[src/rtl/tile_background_renderer.sv]
// -----------------------------------------------------------------------------
// tile_background_renderer
//
// Renders one 160x120 frame of a scrolling, tile-based background into a VGA
// adapter. Each tile is 8x8 pixels. The tile code for every pixel is read from
// a synchronous level ROM, addressed by {world_col, row}. One pixel is issued
// per cycle in raster order through a two-stage pipeline. The first stage
// covers the ROM access. The second stage resolves the colour and drives the
// plot strobe.
//
// Parameters
//   SKY_COLOR      colour used for tile_code 0
//   OUTLINE_COLOR  colour used on local x==0 / local y==0 of non-zero tiles
//
// Ports
//   CLOCK_50       sole clock, rising edge
//   resetn         asynchronous active-low reset
//   enable         frame request, level-sensitive; dropping it aborts a frame
//   x_offset       world-pixel scroll position, sampled when a frame starts
//   tile_code      level ROM read data, valid one cycle after level_address
//   level_address  level ROM address {world_col[10:0], row[3:0]}
//   x, y           screen pixel coordinate of the plotted pixel
//   color          RRRGGGBBB colour of the plotted pixel
//   plot           pixel write strobe
//   done           frame complete; held while enable stays high
// -----------------------------------------------------------------------------
module tile_background_renderer #(
    parameter logic [8:0] SKY_COLOR     = 9'o077,
    parameter logic [8:0] OUTLINE_COLOR = 9'o000
) (
    input  logic        CLOCK_50,
    input  logic        resetn,
    input  logic        enable,
    input  logic [31:0] x_offset,
    input  logic [3:0]  tile_code,
    output logic [14:0] level_address,
    output logic [7:0]  x,
    output logic [6:0]  y,
    output logic [8:0]  color,
    output logic        plot,
    output logic        done
);

    typedef enum logic [1:0] {IDLE, SCAN, FLUSH, DONE} state_t;

    state_t      state, next_state;
    logic [13:0] off_r;
    logic [7:0]  sx;
    logic [6:0]  sy;
    logic        flush_cnt;
    logic [13:0] wx;
    logic        last_pix;

    logic        s1_valid;
    logic [7:0]  s1_x;
    logic [6:0]  s1_y;
    logic [2:0]  s1_lx;
    logic [2:0]  s1_ly;
    logic [8:0]  pix_color;

    // Only the low 14 bits of the scroll position matter: the world wraps
    // every 2048 columns of 8 pixels.
    logic unused_offset_bits;
    assign unused_offset_bits = ^x_offset[31:14];

    assign wx       = off_r + {6'd0, sx};
    assign last_pix = (sx == 8'd159) && (sy == 7'd119);

    assign level_address = (state == SCAN) ? {wx[13:3], sy[6:3]} : 15'd0;
    assign done          = (state == DONE);

    // NOTE: always_ff uses only non-blocking assignments. This way every
    // register sees the pre-edge value of every other register.
    always_ff @(posedge CLOCK_50 or negedge resetn) begin
        if (!resetn) begin
            state <= IDLE;
        end else begin
            state <= next_state;
        end
    end

    // NOTE: next_state is given a default before any branch. This keeps the
    // block purely combinational, so no latch is inferred.
    always_comb begin
        next_state = state;
        if (!enable) begin
            next_state = IDLE;
        end else begin
            case (state)
                IDLE:    next_state = SCAN;
                SCAN:    if (last_pix) next_state = FLUSH;
                FLUSH:   if (flush_cnt) next_state = DONE;
                DONE:    next_state = DONE;
                default: next_state = IDLE;
            endcase
        end
    end

    // Screen counters, scroll latch and flush timer. The counters only run
    // while scanning. Any other condition, including an abort, returns them
    // to the origin.
    always_ff @(posedge CLOCK_50 or negedge resetn) begin
        if (!resetn) begin
            off_r     <= '0;
            sx        <= '0;
            sy        <= '0;
            flush_cnt <= 1'b0;
        end else begin
            if (state == IDLE && enable) begin
                off_r <= x_offset[13:0];
            end
            if (state == SCAN && enable && !last_pix) begin
                if (sx == 8'd159) begin
                    sx <= '0;
                    sy <= sy + 7'd1;
                end else begin
                    sx <= sx + 8'd1;
                end
            end else begin
                sx <= '0;
                sy <= '0;
            end
            flush_cnt <= (state == FLUSH) && enable;
        end
    end

    // Stage 1 runs alongside the ROM read. The local tile coordinates ride
    // with the pixel until tile_code arrives.
    always_ff @(posedge CLOCK_50 or negedge resetn) begin
        if (!resetn) begin
            s1_valid <= 1'b0;
            s1_x     <= '0;
            s1_y     <= '0;
            s1_lx    <= '0;
            s1_ly    <= '0;
        end else begin
            s1_valid <= (state == SCAN) && enable;
            s1_x     <= sx;
            s1_y     <= sy;
            s1_lx    <= wx[2:0];
            s1_ly    <= sy[2:0];
        end
    end

    always_comb begin
        pix_color = SKY_COLOR;
        if (tile_code != 4'd0) begin
            if (s1_lx == 3'd0 || s1_ly == 3'd0) begin
                pix_color = OUTLINE_COLOR;
            end else begin
                pix_color = {tile_code[3:1], tile_code[3:1], tile_code[2:0]};
            end
        end
    end

    // Stage 2 drives the adapter. Dropping enable kills any in-flight pixel.
    always_ff @(posedge CLOCK_50 or negedge resetn) begin
        if (!resetn) begin
            x     <= '0;
            y     <= '0;
            color <= '0;
            plot  <= 1'b0;
        end else begin
            plot <= s1_valid && enable;
            if (s1_valid && enable) begin
                x     <= s1_x;
                y     <= s1_y;
                color <= pix_color;
            end
        end
    end

endmodule

[config.mk]
export PLATFORM = sky130hd
export DESIGN_NAME = tile_background_renderer
export DESIGN_NICKNAME = d
export VERILOG_FILES = /design/src/rtl/tile_background_renderer.sv
export SDC_FILE = /design/constraint.sdc
export NUM_CORES = 1
export LEC_CHECK = 0
export ABC_AREA = 1
export BUFFER_PORTS_ARGS = -buffer_cell sky130_fd_sc_hd__buf_2
export CORE_MARGIN = 5
export CORE_UTILIZATION = 48
export CTS_BUF_LIST = sky130_fd_sc_hd__clkbuf_2
export DETAILED_ROUTE_END_ITERATION = 8
export MAX_ROUTING_LAYER = met4
export PLACE_DENSITY = 0.7
export SYNTH_ARGS = -nofsm -noshare
export SYNTH_HDL_FRONTEND = slang
export SYNTH_SLANG_ARGS = --single-unit
[constraint.sdc]
create_clock -name CLOCK_50 -period 3.7 [get_ports CLOCK_50]
set_clock_uncertainty 0.1 [all_clocks]
set_input_delay 0.555 -clock CLOCK_50 [delete_from_list [all_inputs] [get_ports CLOCK_50]]
set_output_delay 0.555 -clock CLOCK_50 [all_outputs]
set_load 0.05 [all_outputs]
==> flow_metrics.tcl <==
set metrics [dict create \
    cts-resized-gates 0 \
    via_per_inst 4.80 \
    setup-tns-final_ns 0 \
    path_common_cell "nand2_1" \
    cp-end-kind "output pin" \
    clock.fmax_mhz 311 \
    cp_slowest_stage_delay_ns 0.49 \
    drt_iter0_drc 84 \
    num_vias 2671 \
    muxShareOfSynthArea 0.0446 \
    boundaryPins 80 \
    synth_edf_count 0 \
    die_h_um 95.8 \
    hold_viol_final 0 \
    internal_power_mw 1.41 \
    met2_usage 0.269 \
    synth-compound-area-share 0.0587 \
    dp_slack_ns 1.05 \
    cts_hold_buf 0 \
    finalMaxSlewViolations 0 \
    max-vdd-ir-drop_uv 430 \
    gr-usage-met3 0.0383 \
    worst_slew_pin_slew_ns 1.02 \
    grt_max_degree 47 \
    h-tree-depth 3 \
    wl_um 6620 \
    power.density_nw_per_um2 660 \
    synthArstFlopShare 1.00 \
    dp_hpwl_um 4930 \
    syn-num-nets 436 \
    clkPwrFrac 0.143 \
    area_delta_synth_final_pct 13.4 \
    cts_tree "built" \
    ant_nets 0 \
    antenna_cells 0 \
    hold_ws_ns 0.102 \
    critPathMaxFanout 5 \
    min_period_ns 3.22 \
    ys_seq_area_frac 0.524 \
    post_cts_buffers 0 \
    die_x_um 95.8 \
    crit_required_ns 3.04 \
    numCtsBuffers 9 \
    place.gp.congestion 0.883 \
    cts_buffer_depth 2 \
    firstDrtPassIters 4 \
    path_buf_inv 1 \
    clock_sinks 74 \
    synth_ff_type "dfrtp_1" \
    worstHoldPathType "in2async" \
    fillers 698 \
    cap_violations 0 \
    wire_per_inst_um 11.9 \
    grt_overflow 0 \
    core_um2 7210 \
    path_cells "ha_1, fa_1, nand3_1, nand2_1, nand2_1, nand2_1, nand3_1, nand2_1, nor2_1, buf_2" \
    fin_ws_ns 0.484 \
    grt_usage 0.170 \
    syn_area_per_cell_um2 9.16 \
    grt_pass1_wl_um 11700 \
    seq_power_share 0.414 \
    rows 31 \
    rr_worst_depth 8 \
    slew_headroom 0.319 \
    critical_path_class "reg2out" \
    met1_usage 0.218 \
    r2r_setup_slack_ns 1.93 \
    clk_pin_slew_worst_paths_ns 0.20 \
    synth_cells 386 \
    port_buffers 61 \
    leakagePower_nw 2.18 \
    dieArea_um2 9180 \
    status "finished clean" \
    critPathArrivalTime_ns 2.56 \
    initial_core_util 0.490 \
    grt_pass1_vias 2568 \
    drc 0 \
    drive_gt1_frac 0.245 \
    yosys_warnings 0 \
    worstReg2RegEnd "sy[4]" \
    rsz0062_at_grt "false" \
    startpoint_type "flop" \
    ys_types 38 \
    yosys.area_share.xor_xnor 0.0149 \
    syn_area_um2 3540 \
    setup_viol 0 \
    worstReg2RegStart "sx[1]" \
    p_comb_frac 0.443 \
    crit_slowest_cell "dfrtp_1" \
    p_switching_mw 1.24 \
    crit_family "adder cells" \
    switching_share 0.469 \
    fin_nets 502 \
    ys_ff_latch 74 \
    synth_top_family_by_area "simple AND/OR/NAND/NOR gates" \
    period_share 0.869 \
    fin_util 0.556 \
    cts_root_buffer "clkbuf_2" \
    yosys.area_share.simple 0.255 \
    top_usage_layer "met2" \
    clk_latency_ns 0.50 \
    antenna_found_initial 0 \
    synth_fa_ha_area_frac 0.0410 \
]
## worst register-to-register path, cell delays in order, from the launching register on
cell	delay, ns
dfrtp_1	0.49
ha_1	0.27
nand4_2	0.17
nor2_4	0.22
nor2_4	0.07
nor2_4	0.19
inv_2	0.06
nand2_1	0.08
nor2_2	0.03
## cell usage after synthesis (2+ instances only)
cell	instances	area share
buf_4	4	0.0085
a21oi_1	19	0.027
nor3_2	3	0.0085
clkbuf_1	2	0.0021
o21ai_1	2	0.0028
xnor2_1	2	0.0050
nand4_1	3	0.0053
xor2_1	4	0.0099
o31ai_1	2	0.0042
inv_2	3	0.0032
dfrtp_1	74	0.52
mux2_4	6	0.025
nand4_2	2	0.0071
nand2_1	109	0.12
inv_1	36	0.038
nor2_1	43	0.046
nand3_1	22	0.031
mux2_2	6	0.019
nand2_4	2	0.0064
nor2_4	4	0.013
o21ai_0	11	0.016
ha_1	10	0.035
nor4_1	2	0.0035
## through the flow
step / instance area, µm² / total power, mW / instances
after CTS: 4010 / 2.67 / 556
after floorplan: 3540 / 2.06 / 386
after global routing: 4010 / 2.84 / 556
final: 4010 / 2.65 / 556
after global placement: 3920 / 2.27 / 540
after detailed placement: 3920 / 2.30 / 540
## cell families after synthesis
logic type	after synthesis
fa+ha+maj	11
buf+inv	49
mux	12
simple gates	196
compound gates	38
flops	74
xor+xnor	6
## worst max-delay path by stage
stage | slack, ns | cells after the start | startpoint | endpoint
floorplan | 0.91 | 8 | sx[0] | level_address[9]
global placement | 1.06 | 9 | sx[0] | level_address[9]
detailed placement | 1.05 | 10 | sx[0] | level_address[11]
CTS | 0.46 | 10 | sx[0] | level_address[11]
global route | 0.23 | 8 | sx[0] | level_address[7]
finish | 0.48 | 10 | sx[0] | level_address[11]
## power groups by stage
stage,clock (mW),combinational (mW),sequential (mW)
finish,0.379,1.17,1.10
global route,0.437,1.29,1.12
CTS,0.394,1.18,1.10
detailed placement,0,1.18,1.11
global placement,0,1.17,1.11
floorplan,0,0.877,1.19
## placed cells by master, fill, tap and decap left out, types with 2 or more instances in the layout
master	count
nand3_1	22
mux2_4	6
inv_1	36
o21ai_0	11
nand2_4	2
inv_2	3
a21oi_1	19
nor2_4	4
ha_1	10
mux2_2	6
dfrtp_1	74
nand4_1	3
nor3_2	3
clkinv_4	2
o21ai_1	2
xor2_1	4
nand2_1	109
xnor2_1	2
clkinv_1	2
nor2_1	43
o31ai_1	2
nor4_1	2
nand4_2	2
buf_2	61
clkbuf_2	10
buf_4	2
clkinv_2	2
## per-layer routing
layer / vias up / wire (µm)
met4: 0 / 92
li1: 1373 / -
met2: 60 / 3120
met1: 1231 / 3120
met5: - / 0
met3: 7 / 286
## final cells by class
type,instances,area (µm²),area share
sequential,74,1850,0.462
timing repair buffer,63,320,0.0799
clock inverter,6,42.5,0.0106
multi-input combinational,263,1470,0.365
clock buffer,10,50.0,0.0125
inverter,41,155,0.0387
tap,99,124,0.0309
## sequential cells by signal, indices dropped and copies added (netlist names)
register and flops:
off_r 14, s1_x 8, sx 8, x 8
color 7, sy 7, y 7, s1_y 5
s1_lx 3, s1_ly 2, state 2, flush_cnt 1
plot 1, s1_valid 1
(Power assumes the default switching activity.)
